**src/rtl/regfile_write_arbiter_if.sv**
```systemverilog
// Shared types and the requester/register-file bundle for the write-port arbiter.
// The slave side belongs to the arbiter; the master side to whatever drives it.
package cpu_types_pkg;
    typedef logic [4:0]  regbits_t;
    typedef logic [31:0] word_t;

    typedef struct packed {
        logic     valid;
        regbits_t wsel;
        word_t    wdat;
    } wreq_t;
endpackage

interface regfile_write_arbiter_if;
    import cpu_types_pkg::*;

    logic     halt;
    logic     req0_valid;
    regbits_t req0_wsel;
    word_t    req0_wdat;
    logic     req0_ready;
    logic     req1_valid;
    regbits_t req1_wsel;
    word_t    req1_wdat;
    logic     req1_ready;
    logic     WEN;
    regbits_t wsel;
    word_t    wdat;
    regbits_t rsel1;
    regbits_t rsel2;
    logic     haz1;
    logic     haz2;
    logic     last_grant;

    modport master (
        output halt, req0_valid, req0_wsel, req0_wdat, req1_valid, req1_wsel, req1_wdat,
        output rsel1, rsel2,
        input  req0_ready, req1_ready, WEN, wsel, wdat, haz1, haz2, last_grant
    );

    modport slave (
        input  halt, req0_valid, req0_wsel, req0_wdat, req1_valid, req1_wsel, req1_wdat,
        input  rsel1, rsel2,
        output req0_ready, req1_ready, WEN, wsel, wdat, haz1, haz2, last_grant
    );
endinterface

```
**src/rtl/regfile_write_arbiter.sv**
```systemverilog
// Round-robin arbiter sharing the register file write port between two write-back
// requesters, with a one-entry write stage and read-after-write hazard flags.
module regfile_write_arbiter
    import cpu_types_pkg::*;
(
    input  logic                     CLK,
    input  logic                     RST,
    regfile_write_arbiter_if.slave   bus
);
    wreq_t [1:0] req;
    logic  [1:0] gnt;
    logic        xfer;
    logic        gid;
    wreq_t       win;

    logic        prio;
    logic        last_q;
    logic        wen_q;
    regbits_t    wsel_q;
    word_t       wdat_q;

    assign req[0] = '{valid: bus.req0_valid, wsel: bus.req0_wsel, wdat: bus.req0_wdat};
    assign req[1] = '{valid: bus.req1_valid, wsel: bus.req1_wsel, wdat: bus.req1_wdat};

    // Grants depend only on valids, prio, halt and reset, never on ready.
    always_comb begin
        gnt = 2'b00;
        if (!RST && !bus.halt) begin
            if (req[0].valid && req[1].valid)
                gnt = prio ? 2'b10 : 2'b01;
            else
                gnt = {req[1].valid, req[0].valid};
        end
    end

    assign xfer = |gnt;
    assign gid  = gnt[1];
    assign win  = req[gid];

    always_ff @(posedge CLK) begin
        if (RST) begin
            prio   <= 1'b0;
            last_q <= 1'b0;
            wen_q  <= 1'b0;
            wsel_q <= '0;
            wdat_q <= '0;
        end else begin
            wen_q <= 1'b0;
            if (xfer) begin
                prio   <= ~gid;
                last_q <= gid;
                wsel_q <= win.wsel;
                wdat_q <= win.wdat;
                // $zero writes are consumed but never reach the register file.
                wen_q  <= (win.wsel != '0);
            end
        end
    end

    assign bus.req0_ready = gnt[0];
    assign bus.req1_ready = gnt[1];
    assign bus.WEN        = wen_q;
    assign bus.wsel       = wsel_q;
    assign bus.wdat       = wdat_q;
    assign bus.last_grant = last_q;
    assign bus.haz1       = wen_q && (wsel_q == bus.rsel1);
    assign bus.haz2       = wen_q && (wsel_q == bus.rsel2);
endmodule

```
**src/flat_wrapper.sv**
```systemverilog
// flat-port wrapper written by rule: the top's interface ports become plain ports
module regfile_write_arbiter_flat import cpu_types_pkg::*;
  (CLK, RST, bus_halt, bus_req0_valid, bus_req0_wsel, bus_req0_wdat, bus_req1_valid, bus_req1_wsel, bus_req1_wdat, bus_rsel1, bus_rsel2, bus_req0_ready, bus_req1_ready, bus_WEN, bus_wsel, bus_wdat, bus_haz1, bus_haz2, bus_last_grant);
  regfile_write_arbiter_if bus_i ();
  input  logic CLK;
  input  logic RST;
  input wire logic [$bits(bus_i.halt)-1:0] bus_halt;
  input wire logic [$bits(bus_i.req0_valid)-1:0] bus_req0_valid;
  input wire logic [$bits(bus_i.req0_wsel)-1:0] bus_req0_wsel;
  input wire logic [$bits(bus_i.req0_wdat)-1:0] bus_req0_wdat;
  input wire logic [$bits(bus_i.req1_valid)-1:0] bus_req1_valid;
  input wire logic [$bits(bus_i.req1_wsel)-1:0] bus_req1_wsel;
  input wire logic [$bits(bus_i.req1_wdat)-1:0] bus_req1_wdat;
  input wire logic [$bits(bus_i.rsel1)-1:0] bus_rsel1;
  input wire logic [$bits(bus_i.rsel2)-1:0] bus_rsel2;
  output wire logic [$bits(bus_i.req0_ready)-1:0] bus_req0_ready;
  output wire logic [$bits(bus_i.req1_ready)-1:0] bus_req1_ready;
  output wire logic [$bits(bus_i.WEN)-1:0] bus_WEN;
  output wire logic [$bits(bus_i.wsel)-1:0] bus_wsel;
  output wire logic [$bits(bus_i.wdat)-1:0] bus_wdat;
  output wire logic [$bits(bus_i.haz1)-1:0] bus_haz1;
  output wire logic [$bits(bus_i.haz2)-1:0] bus_haz2;
  output wire logic [$bits(bus_i.last_grant)-1:0] bus_last_grant;
  assign bus_i.halt = bus_halt;
  assign bus_i.req0_valid = bus_req0_valid;
  assign bus_i.req0_wsel = bus_req0_wsel;
  assign bus_i.req0_wdat = bus_req0_wdat;
  assign bus_i.req1_valid = bus_req1_valid;
  assign bus_i.req1_wsel = bus_req1_wsel;
  assign bus_i.req1_wdat = bus_req1_wdat;
  assign bus_i.rsel1 = bus_rsel1;
  assign bus_i.rsel2 = bus_rsel2;
  assign bus_req0_ready = bus_i.req0_ready;
  assign bus_req1_ready = bus_i.req1_ready;
  assign bus_WEN = bus_i.WEN;
  assign bus_wsel = bus_i.wsel;
  assign bus_wdat = bus_i.wdat;
  assign bus_haz1 = bus_i.haz1;
  assign bus_haz2 = bus_i.haz2;
  assign bus_last_grant = bus_i.last_grant;
  regfile_write_arbiter u_core (.CLK(CLK), .RST(RST), .bus(bus_i));
endmodule
```
**config.mk**
```make
export PLATFORM = sky130hd
export DESIGN_NAME = regfile_write_arbiter_flat
export DESIGN_NICKNAME = d
export VERILOG_FILES = /design/src/rtl/regfile_write_arbiter_if.sv /design/src/rtl/regfile_write_arbiter.sv /design/src/flat_wrapper.sv
export SDC_FILE = /design/constraint.sdc
export NUM_CORES = 1
export LEC_CHECK = 0
export ABC_AREA = 1
export BUFFER_PORTS_ARGS = -buffer_cell sky130_fd_sc_hd__buf_2
export CORE_AREA = 2 2 72 74
export CTS_CLUSTER_DIAMETER = 30
export DETAILED_ROUTE_END_ITERATION = 8
export DIE_AREA = 0 0 74 76
export HOLD_SLACK_MARGIN = 0.03
export PLACE_DENSITY = 0.83
export SLEW_MARGIN = 5
export SYNTH_ARGS = -nofsm -noshare
export SYNTH_HDL_FRONTEND = slang
export SYNTH_SLANG_ARGS = --single-unit
```
**constraint.sdc**
```tcl
create_clock -name CLK -period 2.1 [get_ports CLK]
set_input_delay 0.21 -clock CLK [delete_from_list [all_inputs] [get_ports CLK]]
set_output_delay 0.21 -clock CLK [all_outputs]
set_load 0.02 [all_outputs]
```
* Word-level counts from Yosys, hierarchy flattened
Index checks and enable logic that the tools add are counted.
Word-level totals: bits in registers 40, bits in latches 0, bits in writable memories 0, memory bits (read-only) 0, input bits 89, output and inout port bits 43, memories 0
Operators by class: $add $sub $neg 0, $mul 0, divide/modulo/power cells 0, $lt $le $gt $ge 1, equality and inequality tests 2, shift-type cells 0, mux-type cells 5, bitwise logic cells 2, reduce and logical (&&, ||, !) cells 9
Operators with widths (count):
- 2-to-1 mux 37 bit | 2
- == test 5 bit | 2
- 2-to-1 mux 2 bit | 3
- nonzero test 5 bit | 1
- logical AND 1 bit | 4
- OR reduction 2 bit | 2
- zero test 1 bit | 2
- < comparator 1 x 2 -> 1 bit, second input constant | 1
- inverter 1 bit | 2

* Logic depth before layout (Yosys ltp)
word-level depth 6, mapped depth 9, gate-level depth less buffers 8

* Worst setup path after synthesis
No wires, ideal clock.
kind register to output, from register u_core.wsel_q[1] (netlist: u_core.bus.wsel[1]), to output bus_haz1, arrival time 1.332 ns, slack 0.558 ns, cell stages (with the launch flop) 5, path buffers 0, path through dfxtp_1 inv_1 nand2_1 nand4_1 nor4_1
Between the ends: cells in the longest elaborated chain, start to end 2
RTL lines:
- start, declared | RTL line regfile_write_arbiter.sv:19 | regbits_t wsel_q;
- start signal, assigned | RTL line regfile_write_arbiter.sv:52 | wsel_q <= win.wsel;
- == test 5 bit | RTL line regfile_write_arbiter.sv:66 | assign bus.haz1 = wen_q && (wsel_q == bus.rsel1);
- logical AND 1 bit | RTL line regfile_write_arbiter.sv:66
- end, declared | RTL line flat_wrapper.sv:21 | output wire logic [$bits(bus_i.haz1)-1:0] bus_haz1;
Every way passes these cells.

* Final worst setup path
from register u_core.prio, to output bus_req1_ready
Between the ends: cells in the longest elaborated chain, start to end 3
RTL lines:
- start, declared | RTL line regfile_write_arbiter.sv:16 | logic prio;
- start signal, assigned | RTL line regfile_write_arbiter.sv:50 | prio <= ~gid;
- 2-to-1 mux 2 bit | RTL line regfile_write_arbiter.sv:30 | gnt = prio ? 2'b10 : 2'b01;
- 2-to-1 mux 2 bit | RTL line regfile_write_arbiter.sv:29 | if (req[0].valid && req[1].valid)
- 2-to-1 mux 2 bit | RTL line regfile_write_arbiter.sv:28 | if (!RST && !bus.halt) begin
- end, declared | RTL line flat_wrapper.sv:17 | output wire logic [$bits(bus_i.req1_ready)-1:0] bus_req1_ready;
Every way passes these cells.

==> metrics <==
layout cells sized above 1 0.315; final-report hold violation count 0; row count 26; ys async rst share 0; CP Max Fanout 33; top cell type's share of synthesized area 0.365; startpoint types register; top post-synthesis cells by area dfxtp_1 (37%), nand2_1 (23%), inv_1 (12%), a21oi_1 (4.8%), o21ai_1 (4.6%); cells along the critical path inv_1 > nand2_2 > nand3_4 > inv_6 > buf_2; Starting DRT DRC Count 106; delay-heaviest family, CP buffers and inverters; slew margin rel. 0.590; Final Skew 0.00529 ns; Die Y 76 µm; final worst-path cycle share 0.916; hold_buf cts 0; Post-Place Cell Area 2840 µm²; Inst Count DP 535; routed len/inst 9.81 µm; slowest library cell on the worst path dfxtp_1; final hold slack 0.202 ns; status completed; count of input and output buffers 131; worst slew pin tran 0.613 ns; Seq/Total Area, Yosys 0.365; Cells after Synth 349; Post-synth top cells nand2_1 (135), inv_1 (71), dfxtp_1 (40); worst ir drop on vdd 0.394 mV; CTS sink cnt 40; CP max stage delay 0.41 ns; max cap viols 0; Netlist cell types 24; final slew viol count 0; post-route setup TNS 0 ns; fin area 2950 µm²; Synth Area in Adders 0; Initial Utilization 0.446; routability congestion estimate 0.740; GRT Util Overall 0.187; Hold WC Path Type in -> reg; Synth-to-Final Area Change 34.4%; Synth Warn # 0; aggregate global routing overflow 0; antenna cells 0; Syn Nets 438; critical path type reg -> out; via/cell ratio 4.44; Pwr per Cell Area 609 nW/µm²; Finish-stage setup viols 0; Leak Pwr 1.86 nW; IO Pins 132; CTS Buffer Depth 2; insertion delay to the later sink of the worst-skew pair 0.28 ns; DRC errors left 0; CORE AREA 4910 µm²; post-synthesis mux area share 0; DR vias 2411; Synth Area in XOR/XNOR 0.0160; Crit path arrival time 1.71 ns; Setup crit end kind output pin; largest family of logic cells by synthesized area simple AND/OR/NAND/NOR gates; final net count 561; antenna violations before repair 0; post-DP HPWL 4030 µm; final cell count without fillers 543; vias in the first global route 1998; first-pass GRT wire length 8340 µm; clock slew at reported path FFs 0.07 ns; complex-gate fraction of the synthesized area 0.129; R2R setup slack 0.47 ns; fin crit period 1.92 ns; most frequent cell after synthesis nand2_1; Main synth FF type dfxtp_1; root buf cell clkbuf_8; largest net degree at the start of global routing 38; Routed Antenna Nets 0; Post-synth EDFFs 0; RSZ-0062 raised after global routing no; Yosys top cell by area dfxtp_1; WL final 5330 µm; Req. time, crit path 1.89 ns; die area 5620 µm²; htree depth 2; Yosys reg bits 40; Initial DRT Pass Iterations 4; WP buf/inv 3; Chip Width 74 µm; CTS tree yes; post-synthesis simple-gate area fraction 0.313; FMAX 0.520 GHz; Synth Area per Inst 6.28 µm²; TritonCTS buffer count 5; Post-Syn Area 2190 µm²
## state kept, by name (all words and copies together), names as in the netlist
signal                 count
u_core.bus.last_grant      1
u_core.prio                1
u_core.bus.WEN             1
u_core.bus.wsel            5
u_core.bus.wdat           32
## path summary, 6_finish.rpt
check	from	to	cells past startpoint
min reg2reg	u_core.bus.last_grant$_SDFFE_PP0P_	u_core.bus.last_grant$_SDFFE_PP0P_	2
max	u_core.prio$_SDFFE_PP0P_	bus_req1_ready	5
min	bus_req1_wdat[17]	u_core.bus.wdat[17]$_SDFFE_PP0P_	5
max reg2reg	u_core.prio$_SDFFE_PP0P_	u_core.bus.WEN$_SDFF_PP0_	7
## layout make-up
class,instances,area (µm²)
Clock buffer,6,72.6
Clock inverter,2,35.0
Fill cell,486,1970
Inverter,72,275
Sequential cell,40,801
Tap cell,70,87.6
Multi-Input combinational cell,220,1000
Timing Repair Buffer,133,671
## layout by cell type, fill, tap and decap left out, types with 5 or more instances in the layout
cell type  count
nand2_1      135
a21oi_1       21
o21ai_1       20
buf_2        131
clkbuf_8       5
nand4_1        5
inv_1         71
nand3_1       15
o21ai_0        5
dfxtp_1       40
## kinds of logic after synthesis
kind of cell	Yosys count
AO/OA/AOI/OAI	51
flip-flops	40
AND/OR/NAND/NOR	165
XOR/XNOR	4
buffers and inverters	89
## tightest hold or removal path, stage by stage
cell and delay [ns]:
buf_2 0.07, nand2_1 0.04, nand2_1 0.05, o21ai_1 0.05, inv_1 0.04
## what timing repair did
action / CTS / global route
setup endpoints to repair: 0 / 1
buffers inserted: 0 / 0
resized for setup: 0 / 1
## metal layers
layer	share of wire	GRT usage	routed length [µm]
met4	0.014	0.0673	77
met5	0	0	0
met1	0.42	0.207	2230
met3	0.079	0.0437	420
met2	0.49	0.337	2600
## power by group
group | leakage [nW] | internal, mW | total [mW] | switching (mW)
clock network | 0.0552 | 0.353 | 0.603 | 0.250
logic | 1.48 | 0.153 | 0.365 | 0.213
registers | 0.328 | 0.801 | 0.827 | 0.0252
total | 1.86 | 1.31 | 1.79 | 0.488
## through the flow
| stage | utilization | power (mW) | setup WS [ns] |
|---|---|---|---|
| 2_1_floorplan | - | 1.07 | 0.558 |
| 3_5_place_dp | 0.577 | 1.21 | 0.368 |
| 5_1_grt | 0.600 | 1.90 | 0.0275 |
| 3_3_place_gp | 0.577 | 1.20 | 0.421 |
| 4_1_cts | 0.599 | 1.81 | 0.0988 |
| 6_report | 0.600 | 1.79 | 0.177 |
(Power assumes the default switching activity.)
